==> src/rtl/ee357_mcpu_pkg.sv <==
// Shared definitions for the ee357 multicycle CPU: opcodes, PCSource codes
// and a small decode helper.
package ee357_mcpu_pkg;

  localparam logic [5:0] OP_RTYPE = 6'b000000;
  localparam logic [5:0] OP_JMP   = 6'b000010;
  localparam logic [5:0] OP_JAL   = 6'b000011;
  localparam logic [5:0] OP_BEQ   = 6'b000100;
  localparam logic [5:0] OP_BNE   = 6'b000101;
  localparam logic [5:0] OP_ADDI  = 6'b001000;
  localparam logic [5:0] OP_LW    = 6'b100011;
  localparam logic [5:0] OP_SW    = 6'b101011;

  localparam logic [1:0] PCS_ALU = 2'b00;
  localparam logic [1:0] PCS_TGT = 2'b01;
  localparam logic [1:0] PCS_JMP = 2'b10;

  function automatic logic [31:0] sign_ext16(input logic [15:0] v);
    return {{16{v[15]}}, v};
  endfunction

endpackage

==> src/rtl/ee357_mcpu_pcu_br.sv <==
// Branch qualification and next-PC selection. Decides whether the PC loads
// this cycle, what it loads, and flags illegal source selects or misaligned
// load values.
module ee357_mcpu_pcu_br
  import ee357_mcpu_pkg::*;
(
  input  logic [1:0]  pcs,
  input  logic [5:0]  op,
  input  logic        alu_zero,
  input  logic        pcw,
  input  logic        pcwc,
  input  logic [31:0] src_alu,
  input  logic [31:0] src_tgt,
  input  logic [31:0] src_jmp,
  output logic        pc_en,
  output logic [31:0] pc_next,
  output logic        err
);

  logic        take;
  logic        load_req;
  logic        legal;
  logic [31:0] src;

  // Branch condition from the opcode currently held in the IR.
  always_comb begin
    // NOTE: every variable written here gets a default first so no path leaves it unassigned, which would infer a latch.
    take = 1'b0;
    case (op)
      OP_BEQ:  take = alu_zero;
      OP_BNE:  take = ~alu_zero;
      default: take = 1'b0;
    endcase
  end

  assign load_req = pcw | (pcwc & take);

  // Source mux; the fourth code is illegal and suppresses the load.
  always_comb begin
    src   = src_alu;
    legal = 1'b1;
    case (pcs)
      PCS_ALU: src = src_alu;
      PCS_TGT: src = src_tgt;
      PCS_JMP: src = src_jmp;
      default: legal = 1'b0;
    endcase
  end

  assign pc_en   = load_req & legal;
  assign pc_next = {src[31:2], 2'b00};
  assign err     = load_req & (~legal | (src[1:0] != 2'b00));

endmodule

==> src/rtl/ee357_mcpu_pcu.sv <==
// Program-counter and instruction-holding unit: PC, IR, branch target,
// ALUOut and MDR registers plus IR field decode for the control unit.
module ee357_mcpu_pcu
  import ee357_mcpu_pkg::*;
#(
  parameter logic [31:0] RESET_PC = 32'h0000_0000
) (
  input  logic        clk,
  input  logic        rst,
  input  logic        pcw,
  input  logic        pcwc,
  input  logic        iord,
  input  logic        irw,
  input  logic        tw,
  input  logic [1:0]  pcs,
  input  logic [31:0] alu_result,
  input  logic        alu_zero,
  input  logic [31:0] mem_rdata,
  output logic [31:0] mem_addr,
  output logic [31:0] pc,
  output logic [31:0] instr,
  output logic [5:0]  op,
  output logic [5:0]  func,
  output logic [4:0]  rs,
  output logic [4:0]  rt,
  output logic [4:0]  rd,
  output logic [31:0] imm_sx,
  output logic [31:0] target,
  output logic [31:0] aluout,
  output logic [31:0] mdr,
  output logic        pc_err
);

  logic [31:0] pc_q, pc_d;
  logic [31:0] ir_q, ir_d;
  logic [31:0] tgt_q, tgt_d;
  logic [31:0] aluout_q;
  logic [31:0] mdr_q;
  logic        err_q, err_d;

  logic        pc_en;
  logic [31:0] pc_next;
  logic        br_err;

  ee357_mcpu_pcu_br u_br (
    .pcs      (pcs),
    .op       (ir_q[31:26]),
    .alu_zero (alu_zero),
    .pcw      (pcw),
    .pcwc     (pcwc),
    .src_alu  (alu_result),
    .src_tgt  (tgt_q),
    .src_jmp  ({pc_q[31:28], ir_q[25:0], 2'b00}),
    .pc_en    (pc_en),
    .pc_next  (pc_next),
    .err      (br_err)
  );

  // Next-state values for the command-controlled registers.
  always_comb begin
    pc_d  = pc_en ? pc_next : pc_q;
    ir_d  = irw ? mem_rdata : ir_q;
    tgt_d = tw ? alu_result : tgt_q;
    err_d = err_q | br_err;
  end

  // Register bank; ALUOut and MDR capture every cycle.
  always_ff @(posedge clk or posedge rst) begin
    // NOTE: state updates use non-blocking assignments so every register samples pre-edge values (old target, old op).
    if (rst) begin
      pc_q     <= RESET_PC;
      ir_q     <= '0;
      tgt_q    <= '0;
      aluout_q <= '0;
      mdr_q    <= '0;
      err_q    <= 1'b0;
    end else begin
      pc_q     <= pc_d;
      ir_q     <= ir_d;
      tgt_q    <= tgt_d;
      aluout_q <= alu_result;
      mdr_q    <= mem_rdata;
      err_q    <= err_d;
    end
  end

  assign mem_addr = iord ? aluout_q : pc_q;
  assign pc       = pc_q;
  assign instr    = ir_q;
  assign op       = ir_q[31:26];
  assign func     = ir_q[5:0];
  assign rs       = ir_q[25:21];
  assign rt       = ir_q[20:16];
  assign rd       = ir_q[15:11];
  assign imm_sx   = sign_ext16(ir_q[15:0]);
  assign target   = tgt_q;
  assign aluout   = aluout_q;
  assign mdr      = mdr_q;
  assign pc_err   = err_q;

endmodule

==> config.mk <==
export PLATFORM = sky130hd
export DESIGN_NAME = ee357_mcpu_pcu
export DESIGN_NICKNAME = d
export VERILOG_FILES = /design/src/rtl/ee357_mcpu_pkg.sv /design/src/rtl/ee357_mcpu_pcu_br.sv /design/src/rtl/ee357_mcpu_pcu.sv
export SDC_FILE = /design/constraint.sdc
export NUM_CORES = 1
export LEC_CHECK = 0
export BUFFER_PORTS_ARGS = -buffer_cell sky130_fd_sc_hd__buf_2
export CAP_MARGIN = 20
export CORE_ASPECT_RATIO = 0.6
export CORE_MARGIN = 5
export CORE_UTILIZATION = 40
export DETAILED_ROUTE_END_ITERATION = 10
export PLACE_DENSITY = 0.75
export SLEW_MARGIN = 20
export SYNTH_ARGS = -nofsm -noshare
export SYNTH_HDL_FRONTEND = slang
export SYNTH_SLANG_ARGS = --single-unit
==> constraint.sdc <==
create_clock -name clk -period 7.7 [get_ports clk]
set_clock_uncertainty 0.1 [all_clocks]
set_input_delay 1.54 -clock clk [delete_from_list [all_inputs] [get_ports clk]]
set_output_delay 1.54 -clock clk [all_outputs]
set_load 0.01 [all_outputs]
== Word-level counts from Yosys, hierarchy flattened ==
Cells that the tools add are included.

* Word-level logic and storage cells: 28
* Bits in registers: 159
* Output and inout port bits: 252
* Input bits: 74

* Mux-type cells: 4
* Equality and inequality tests: 4
* Reductions and logical operators: 4
* Bitwise logic cells: 9

{| class="wikitable"
|+ Operator list
! kind !! number
|-
| $pmux 32 s2 || 1
|-
| $mux 32 || 1
|-
| $eq 6x3->1 const B || 2
|-
| $and 1x1->1 || 3
|-
| $not 1->1 || 3
|-
| $or 1x1->1 || 3
|-
| $reduce_or 3->1 || 1
|-
| $eq 2x1->1 const B || 1
|-
| $eq 2x2->1 const B || 1
|-
| $logic_not 2->1 || 1
|-
| $pmux 1 s2 || 1
|-
| $reduce_and 2->1 || 1
|-
| $reduce_bool 2->1 || 1
|-
| $mux 1 || 1
|}

== Depth between registers and ports, before layout ==
Gate-level depths: netlist of run 1.

* Word-level depth: 7
* Depth in mapped cells: 8
* Mapped depth without buffers: 6

== Cells and area by module ==
From an unflattened synthesis of run 1, not the netlist that was laid out.

* Cells, all modules: 489
* Area, all modules: 7,350.8 µm²

{| class="wikitable"
|+ Modules (own cells, without submodules)
! module !! times used !! area each (µm²) !! seq. area each (µm²) !! cells each
|-
| ee357_mcpu_pcu || 1 || 6,662.6 || 4,028.9 || 367
|-
| ee357_mcpu_pcu_br || 1 || 688.2 || 0.0 || 122
|}

== Worst setup path before layout of run 1 ==
OpenSTA, ideal clock, no wires.

* Path type: input -> output
* From: input iord
* To: output mem_addr[23]
* Slack: 3.647 ns
* Cell stages on the path: 3
* Buffers on the path: 2
* Data arrival time: 2.413 ns
* Required time: 6.060 ns
* Path through: clkbuf_1 -> clkbuf_1 -> mux2_2

* Word-level cells in the longest chain between the ends: 1

{| class="wikitable"
|+ RTL lines
! element !! RTL line !! text
|-
| start: declaration || ee357_mcpu_pcu.sv:12 || <nowiki>input logic iord,</nowiki>
|-
| $mux 32 || ee357_mcpu_pcu.sv:87 || <nowiki>assign mem_addr = iord ? aluout_q : pc_q;</nowiki>
|-
| end: declaration || ee357_mcpu_pcu.sv:19 || <nowiki>output logic [31:0] mem_addr,</nowiki>
|}

Every way passes these cells.

== Worst setup path after layout of run 1 ==
* From: input iord
* To: output mem_addr[4]

Same word-level chain as after synthesis.

==> impl_results.md, run 1 <==
- Status: finished, final reports clean
- Non-Filler Instances: 987
- Post-synth top area share: 60.9%
- Slew @ Worst Pin: 0.944 ns
- R2r setup slk: 5.75 ns
- Ratio of cells with drive above 1 in the final layout: 58.9%
- Area leader, netlist: dfrtp_1
- DR iter-0 viols: 241
- Fmax: 0.227 GHz
- CP Cell Sequence: buf_2 -> mux2_2 -> buf_2
- CTS tree: built
- Initial antenna violation count: 0
- Compound-cell area share of the yosys netlist: 8.74%
- Mean Syn Cell Area: 12.8 µm²
- Crit Path Class: input port to output pin
- Fin crit period: 4.41 ns
- Initial Util: 40.5%
- Syn Inst Count: 509
- Num ports: 326
- Slew margin rel.: 37.1%
- Min-delay src: pc_err
- WP data required: 6.06 ns
- Max_cap viols: 0
- RePlAce Congestion: 0.761
- Top Metal Used: met4
- Via/cell ratio: 4.91
- Synth unique cells: 23
- Pre-antenna DRT Iters: 4
- Worst-case clock buffer depth: 2
- Most frequent cell after synthesis: dfrtp_1
- Post-synth top cells: dfrtp_1 (159), mux2_2 (94), buf_4 (61)
- Place WS: 3.28 ns
- R2R cell count: 5
- Placed Cells: 955
- Num CTS Buffers: 17
- Power density cells: 257 mW/mm²
- Clk slew on worst S/H paths: 0.06 ns
- Die Footprint: 0.0191 mm²
- YS warnings: 0
- Post-CTS Setup Bufs: 0
- CP max stage delay: 0.66 ns
- Post-synthesis mux area share: 16.2%
- Xor/xnor cell area share of the yosys netlist: 0.134%
- Pins over their slew limit: 0
- Final TNS setup: 0 ns
- Fill count: 1,423
- Root buf cell: clkbuf_16
- Maximum VDD drop: 0.168 mV
- Post-Synth Simple-Gate Area: 4.02%
- Post-DRT Antenna Nets: 0
- Pin count of the biggest net entering global routing: 88
- CP Launch Point: iord
- Unrepaired setup endpoints after global routing: false
- Wl on met1: 7.71 mm
- Row cnt: 36
- Type of origin of the critical path: input port
- Mapped cell area: 0.00653 mm²
- Largest cells by area after synthesis: dfrtp_1 (61%), mux2_2 (16%), buf_4 (7.0%)
- R2R Path End: pc[30]
- HPWL after DPL: 12.6 mm
- Final setup viols: 0
- CTS Hold Buffers Added: 0
- Diodes inserted: 0
- Remaining DRCs: 0
- Crit path to: mem_addr[4]
- Worst Slack Setup Final: 3.29 ns
- Cell with the most instances on the worst path: buf_2
- Largest family of logic cells by synthesized area: multiplexers
- Routed vias: 4,850
- Clk_lat worst skew: 0.41 ns
- Final Hold Fails: 0
- Worst r2r src: instr[29]
- Post-synth EDFFs: 0
- WL met3: 1.22 mm
- Die H: 109 µm
- WL met2: 8.58 mm
- Yosys reg bits: 159
- Drt wl/cell: 17.9 µm
- Vias in the first global route: 4,872
- Gr usage total: 18.3%
- First-pass GRT wire length: 27.3 mm
- Buffers on Ports: 323
- Final wirelength: 17.6 mm
- TritonCTS sink count: 159
- Ys async rst share: 100%
- Slowest CP cell: buf_2
- Core Region: 0.0161 mm²
- Hold WC Path Type: flip-flop to flip-flop
- GRT overflow: 0
- CP Capture Type: output pin
- CTS resizes: 0
- Post-layout nets: 842
- Worst Path Max Fanout: 32
- Pleak: 4.19 nW
- Ys flop type: dfrtp_1
- Crit path DAT: 2.77 ns
- H-Tree Depth: 4
- Seq/Total Area, Yosys: 60.9%
- Die Wd: 175 µm
- P&R area growth vs syn: 29.1%
- Post-Synth Adder-Cell Area: 0.575%
- Final Cycle Share: 57.2%
==> metal layers <==
metal | track usage, % | up-vias
met2 | 30.9 | 199
met5 | 0 | -
met4 | 3.59 | 0
li1 | - | 2220
met1 | 24.1 | 2421
met3 | 4.95 | 10
==> per-stage QoR <==
stage | total power [mW] | area (µm²) | util [%] | hold slack [ns]
after detailed placement | 1.38 | 7870 | 48.8 | 0.363
after CTS | 2.20 | 8430 | 52.3 | 0.384
final | 2.17 | 8430 | 52.3 | 0.385
after floorplan | 1.23 | 6540 | - | 0.413
after global placement | 1.37 | 7870 | 48.8 | 0.360
after global routing | 2.28 | 8430 | 52.3 | 0.387
==> area by class of cell <==
class                           count  area, µm²  share of cell area [%]
Inverter                            4       20.0                   0.237
Sequential cell                   159       3980                    47.2
Clock buffer                       19        453                    5.37
Timing Repair Buffer              327       1650                    19.5
Multi-Input combinational cell    256       1960                    23.2
Tap cell                          209        262                    3.10
Clock inverter                     13        115                    1.36
==> cell families (layout without fill, tap and decap cells) <==
group,count (synthesis),in the layout
flip-flops,159,159
AO/OA/AOI/OAI,96,96
buffers and inverters,95,363
multiplexers,94,94
AND/OR/NAND/NOR,60,60
adder cells (fa/ha/maj),3,3
other,1,2
XOR/XNOR,1,1
==> critical path, delay by kind of cell <==
family / cells / cell delay (ns)
buffers and inverters: 2 / 0.80
muxes: 1 / 0.42
==> layout by cell type (no fill, tap or decap) <==
master     instances
and2_1             2
nor2_1            27
buf_4              4
nor2b_1            3
ha_2               1
inv_6              8
o21bai_1           1
ha_1               2
a31oi_1            1
or2_4              1
xor2_1             1
buf_2            323
nand2_1           26
o21ai_1            4
inv_1              3
dfrtp_1          159
mux2_2            94
a22oi_1           30
conb_1             2
clkbuf_16         17
clkinv_4           3
nor4b_4            1
clkinv_2           1
inv_8              2
o21ai_0           33
a41oi_4            1
clkbuf_8           2
a21oi_1           26
==> registers in the layout (all words and copies together) (netlist names) <==
| register | count |
|---|---|
| aluout | 32 |
| instr | 32 |
| mdr | 32 |
| pc | 30 |
| pc_err | 1 |
| target | 32 |
==> worst min-delay path by stage <==
stage | endpoint | slack (ns) | cells after the start
after floorplan | pc_err | 0.41 | 1
after global placement | pc_err | 0.36 | 1
after detailed placement | pc_err | 0.36 | 1
after CTS | pc_err | 0.38 | 1
after global routing | pc_err | 0.39 | 1
final | pc_err | 0.38 | 1
==> power breakdown <==
group	switching, mW	internal (mW)	total [mW]
Clock	0.365	0.443	0.809
Combinational	0.214	0.172	0.385
Sequential	0.0650	0.911	0.976
(Power assumes the default switching activity.)
==> run 2: changes to the inputs <==
--- a/config.mk
+++ b/config.mk
@@ -11,7 +11,7 @@
 export CORE_MARGIN = 5
 export CORE_UTILIZATION = 40
 export DETAILED_ROUTE_END_ITERATION = 10
-export PLACE_DENSITY = 0.75
+export PLACE_DENSITY = 0.78
 export SLEW_MARGIN = 20
 export SYNTH_ARGS = -nofsm -noshare
 export SYNTH_HDL_FRONTEND = slang
==> constraint.sdc (replaced) <==
create_clock -name clk -period 3.99 [get_ports clk]
set_clock_uncertainty 0.1 [all_clocks]
set_input_delay 0.798 -clock clk [delete_from_list [all_inputs] [get_ports clk]]
set_output_delay 0.798 -clock clk [all_outputs]
set_load 0.01 [all_outputs]
==> run 2 against run 1 <==
Against the previous run:
- global-route usage grew 0.098 points
- register-to-register slack lost 3.7 ns
- non-clock buffer count is the same
- clock-buffer cell count grew 1
- critical path depth is the same
- final area grew 0.28%
- worst hold slack lost 0.18 ns
- sequential power grew 93%
- final cell count is the same
- core utilization grew 0.15 points
- total power grew 95%
- first-iteration DRC count grew 29%
- largest cell class unchanged
==> impl_results.md, run 2 (synthesis results as in run 1) <==
- Status: finished, final reports clean
- Die Footprint: 0.0191 mm²
- CTS tree: built
- Slew margin rel.: 38.5%
- Cell with the most instances on the worst path: buf_2
- Pin count of the biggest net entering global routing: 153
- Final TNS setup: 0 ns
- Buffers on Ports: 323
- Via/cell ratio: 4.89
- Fill count: 1,434
- Core Region: 0.0161 mm²
- HPWL after DPL: 12.6 mm
- Slowest CP cell: buf_2
- Pins over their slew limit: 0
- RePlAce Congestion: 0.784
- Most frequent cells in the layout: buf_2 (323), dfrtp_1 (159), mux2_2 (94)
- CTS resizes: 0
- CP Capture Type: output pin
- Unrepaired setup endpoints after global routing: false
- Fmax: 0.342 GHz
- Crit path DAT: 2.02 ns
- Commonest non-fill, non-tap cell in the layout: buf_2
- Final wirelength: 17.8 mm
- Worst Path Max Fanout: 32
- Power density cells: 499 mW/mm²
- Remaining DRCs: 0
- Non-Filler Instances: 987
- DR iter-0 viols: 310
- Root buf cell: clkbuf_16
- Clk_lat worst skew: 0.40 ns
- Initial antenna violation count: 0
- Final Hold Fails: 0
- Ratio of cells with drive above 1 in the final layout: 58.7%
- Initial Util: 40.5%
- Routed vias: 4,822
- Total power: 4.22 mW
- GRT overflow: 0
- Drt wl/cell: 18.0 µm
- Type of origin of the critical path: input port
- Gr usage total: 18.4%
- Max_cap viols: 0
- Maximum VDD drop: 0.248 mV
- P&R area growth vs syn: 29.5%
- Final setup viols: 0
- CP max stage delay: 0.65 ns
- Fin crit period: 2.92 ns
- Die Wd: 175 µm
- Worst r2r src: instr[29]
- Post-DRT Antenna Nets: 0
- WP data required: 3.09 ns
- Placed Cells: 955
- TritonCTS sink count: 159
- Crit Path Class: input port to output pin
- Clk slew on worst S/H paths: 0.07 ns
- R2R cell count: 5
- Hold WC Path Type: input port to async pin
- H-Tree Depth: 4
- R2r setup slk: 2.08 ns
- Final Cycle Share: 73.2%
- Pleak: 4.18 nW
- Post-layout nets: 842
- Num ports: 326
- Vias in the first global route: 4,838
- Worst-case clock buffer depth: 2
- R2R Path End: pc[29]
- Row cnt: 36
- Num CTS Buffers: 17
- Post-CTS Setup Bufs: 0
- Die H: 109 µm
- Slew @ Worst Pin: 0.922 ns
- CTS Hold Buffers Added: 0
- CP Cell Sequence: buf_2 -> mux2_2 -> buf_2
- Diodes inserted: 0
- Pre-antenna DRT Iters: 4
- First-pass GRT wire length: 27.5 mm
==> run 2: cell count changes in the layout (fill, tap and decap cells not counted), sizes merged <==
cell and change:
clkinv -3, inv -4, bufinv +1, clkbuf +1, clkinvlp +5
==> run 2: power breakdown <==
group          switching [mW]  internal [mW]  total [mW]  leakage (nW)
clock network           0.681          0.909        1.59         0.273
registers               0.125           1.76        1.88          1.89
logic                   0.417          0.334       0.750          2.02
total                    1.22           3.00        4.22          4.18
==> run 2: per-stage QoR <==
step                      hold slack (ns)  utilization (%)  area (µm²)  setup slack, ns
after floorplan                     0.413                -        6540             1.08
after global placement              0.365             48.9        7880             1.09
after detailed placement            0.370             48.9        7880             1.06
after CTS                           0.188             52.5        8460             1.05
after global routing                0.203             52.5        8460             1.02
final                               0.209             52.5        8460             1.07
==> run 2: routing by layer <==
metal / global-route usage [%] / share of wire (%) / up-vias
met1: 24.5 / 44 / 2387
li1: - / - / 2216
met2: 30.8 / 49 / 209
met3: 4.61 / 7.0 / 10
met5: 0 / 0 / -
met4: 4.03 / 0.52 / 0
==> run 2: how the worst max path moves through the flow <==
| stage | start | endpoint | slack [ns] | depth (start not counted) |
|---|---|---|---|---|
| after floorplan | rst | aluout[0] | 1.08 | 1 |
| after global placement | iord | mem_addr[13] | 1.09 | 3 |
| after detailed placement | iord | mem_addr[21] | 1.06 | 3 |
| after CTS | iord | mem_addr[21] | 1.05 | 3 |
| after global routing | iord | mem_addr[30] | 1.02 | 3 |
| final | iord | mem_addr[21] | 1.07 | 3 |
==> run 2: final cells by class <==
type	count	area, µm²	share of cell area, %
inverters	4	18.8	0.222
clock inverters	12	124	1.46
repair buffers	327	1660	19.6
multi-input cells	256	1960	23.2
flip-flops and latches	159	3980	47.0
clock buffers	20	457	5.40
well taps	209	262	3.09
==> run 2: worst max-delay path: cells and delay by family <==
kind	cells	cell delay, ns
buf+inv	2	0.79
mux	1	0.42
==> run 3: changes to the inputs <==
--- a/config.mk
+++ b/config.mk
@@ -5,6 +5,7 @@
 export SDC_FILE = /design/constraint.sdc
 export NUM_CORES = 1
 export LEC_CHECK = 0
+export ABC_AREA = 1
 export BUFFER_PORTS_ARGS = -buffer_cell sky130_fd_sc_hd__buf_2
 export CAP_MARGIN = 20
 export CORE_ASPECT_RATIO = 0.6
==> constraint.sdc (replaced) <==
create_clock -name clk -period 2.6 [get_ports clk]
set_clock_uncertainty 0.1 [all_clocks]
set_input_delay 0.52 -clock clk [delete_from_list [all_inputs] [get_ports clk]]
set_output_delay 0.52 -clock clk [all_outputs]
set_load 0.01 [all_outputs]
==> run 3 against run 2 <==
Against the previous run:
- die area up 2.5%
- worst hold slack worse by 0.12 ns
- global-route usage increased by 1.6 points
- clock power rose by 53%
- core utilization increased by 1.1 points
- final cell count grew 12%
- critical path type is now flip-flop to output pin
- largest cell class unchanged
- largest power group unchanged
==> impl_results.md, run 3 <==
- Post-synth top area share: 59.3%
- Type of origin of the critical path: flip-flop
- Die H: 110 µm
- CTS Hold Buffers Added: 0
- Power density cells: 746 mW/mm²
- WL met3: 1.47 mm
- Routed vias: 5,172
- HPWL after DPL: 15.1 mm
- CP max stage delay: 0.79 ns
- Yosys reg bits: 159
- WL met2: 9.62 mm
- Most frequent cells in the layout: buf_2 (323), dfrtp_1 (159), nand2_1 (92)
- Worst-case clock buffer depth: 2
- Pleak: 4.57 nW
- Pins over their slew limit: 0
- Slowest CP cell: dfrtp_1
- Post-layout nets: 945
- Row cnt: 36
- P&R area growth vs syn: 30.5%
- Ys flop type: dfrtp_1
- Ratio of cells with drive above 1 in the final layout: 54.1%
- Place WS: 0.468 ns
- TritonCTS sink count: 159
- First-pass GRT wire length: 29.6 mm
- Pin count of the biggest net entering global routing: 47
- Largest cells by area after synthesis: dfrtp_1 (59%), mux2_2 (9.4%), buf_4 (6.8%)
- Max_cap viols: 0
- Die Footprint: 0.0195 mm²
- Fin crit period: 2.08 ns
- Synth unique cells: 25
- YS warnings: 0
- Via/cell ratio: 4.66
- Clk_lat worst skew: 0.41 ns
- Fmax: 0.481 GHz
- Initial antenna violation count: 1
- Core Region: 0.0164 mm²
- Slew @ Worst Pin: 0.697 ns
- Drt wl/cell: 17.7 µm
- Root buf cell: clkbuf_16
- Buffers on Ports: 323
- Num CTS Buffers: 17
- Top Metal Used: met5
- Pre-antenna DRT Iters: 5
- Clk slew on worst S/H paths: 0.07 ns
- Post-synth top cells: dfrtp_1 (159), nand2_1 (92), o21ai_0 (62)
- Post-DRT Antenna Nets: 0
- Post-synth EDFFs: 0
- Wl on met1: 8.35 mm
- Commonest non-fill, non-tap cell in the layout: buf_2
- Num ports: 326
- Maximum VDD drop: 0.304 mV
- Final TNS setup: 0 ns
- Diodes inserted: 0
- Seq/Total Area, Yosys: 59.3%
- Mapped cell area: 0.00671 mm²
- Area of the multi-input gates: 0.00194 mm²
- Fill count: 1,460
- Vias in the first global route: 5,263
- Post-CTS Setup Bufs: 0
- Ys async rst share: 100%
- Buffers & Inverters on Critical Path: 1
- Area leader, netlist: dfrtp_1
- Syn Inst Count: 597
- Final setup viols: 0
- Crit Path Class: flip-flop to output pin
- Cell family with most CP delay: flip-flops
- H-Tree Depth: 4
- Worst Path Max Fanout: 21
- Remaining DRCs: 0
- Hold WC Path Type: input port to async pin
- R2R cell count: 9
- Most frequent cell after synthesis: dfrtp_1
- RePlAce Congestion: 0.789
- CP Cell Sequence: buf_2
- WP depth: 1
- WP data required: 1.98 ns
- CTS resizes: 0
- Crit path DAT: 1.46 ns
- Initial Util: 41.0%
- Final Hold Fails: 0
- Status: finished, final reports clean
- CP Capture Type: output pin
- Die Wd: 177 µm
- DR iter-0 viols: 252
- Sequential cell area: 0.00398 mm²
- Unrepaired setup endpoints after global routing: false
- Gr usage total: 20.0%
- Final Cycle Share: 80.0%
- Final wirelength: 19.6 mm
- Worst Slack Setup Final: 0.520 ns
- GRT overflow: 0
- Slew margin rel.: 53.5%
- CTS tree: built
- Mean Syn Cell Area: 11.2 µm²
run 3: final cells by class:
class,instances,share of cell area [%]
inverter,47,2.06
sequential,159,45.5
multi-input combinational,305,22.2
timing repair buffer,338,20.5
clock buffer,17,4.86
tap,228,3.26
clock inverter,15,1.69
run 3: stage by stage:
step	util [%]	cell area, µm²	hold WS (ns)	instances	total power [mW]
floorplan	-	6720	0.401	598	3.65
finish	53.5	8750	0.0849	1109	6.53
global route	53.5	8750	0.0854	1109	6.86
detailed placement	50.0	8180	0.345	1077	4.16
global placement	50.0	8180	0.342	1077	4.13
CTS	53.5	8750	0.0793	1109	6.62
run 3: final timing paths:
kind                              end  slack (ns)         start
min reg2reg                    pc_err        0.36        pc_err
max reg2reg                    pc[22]        0.67     instr[30]
min in group clk               mdr[4]        0.12  mem_rdata[4]
max                        imm_sx[21]        0.52     instr[15]
min                           mdr[21]        0.08           rst
max in group asynchronous   aluout[9]        1.66           rst
run 3: layer usage:
| metal | GRT usage (%) | up-vias |
|---|---|---|
| met5 | 0 | - |
| met4 | 3.97 | 2 |
| met3 | 5.56 | 16 |
| met2 | 33.7 | 203 |
| met1 | 26.2 | 2516 |
| li1 | - | 2435 |
run 3: logic make-up (layout without fill, tap and decap cells):
group	after synthesis	count (layout)	synth area share, %
simple gates	121	121	8.02
flops	159	159	59.3
mux	58	58	9.74
fa+ha+maj	3	3	0.560
buf+inv	134	417	11.8
compound gates	121	121	10.5
other cells	1	2	0.0559
run 3: power by group:
part           total, mW  internal, mW  switching (mW)
Clock               2.44          1.35            1.09
Combinational       1.22         0.512           0.705
Sequential          2.87          2.69           0.181
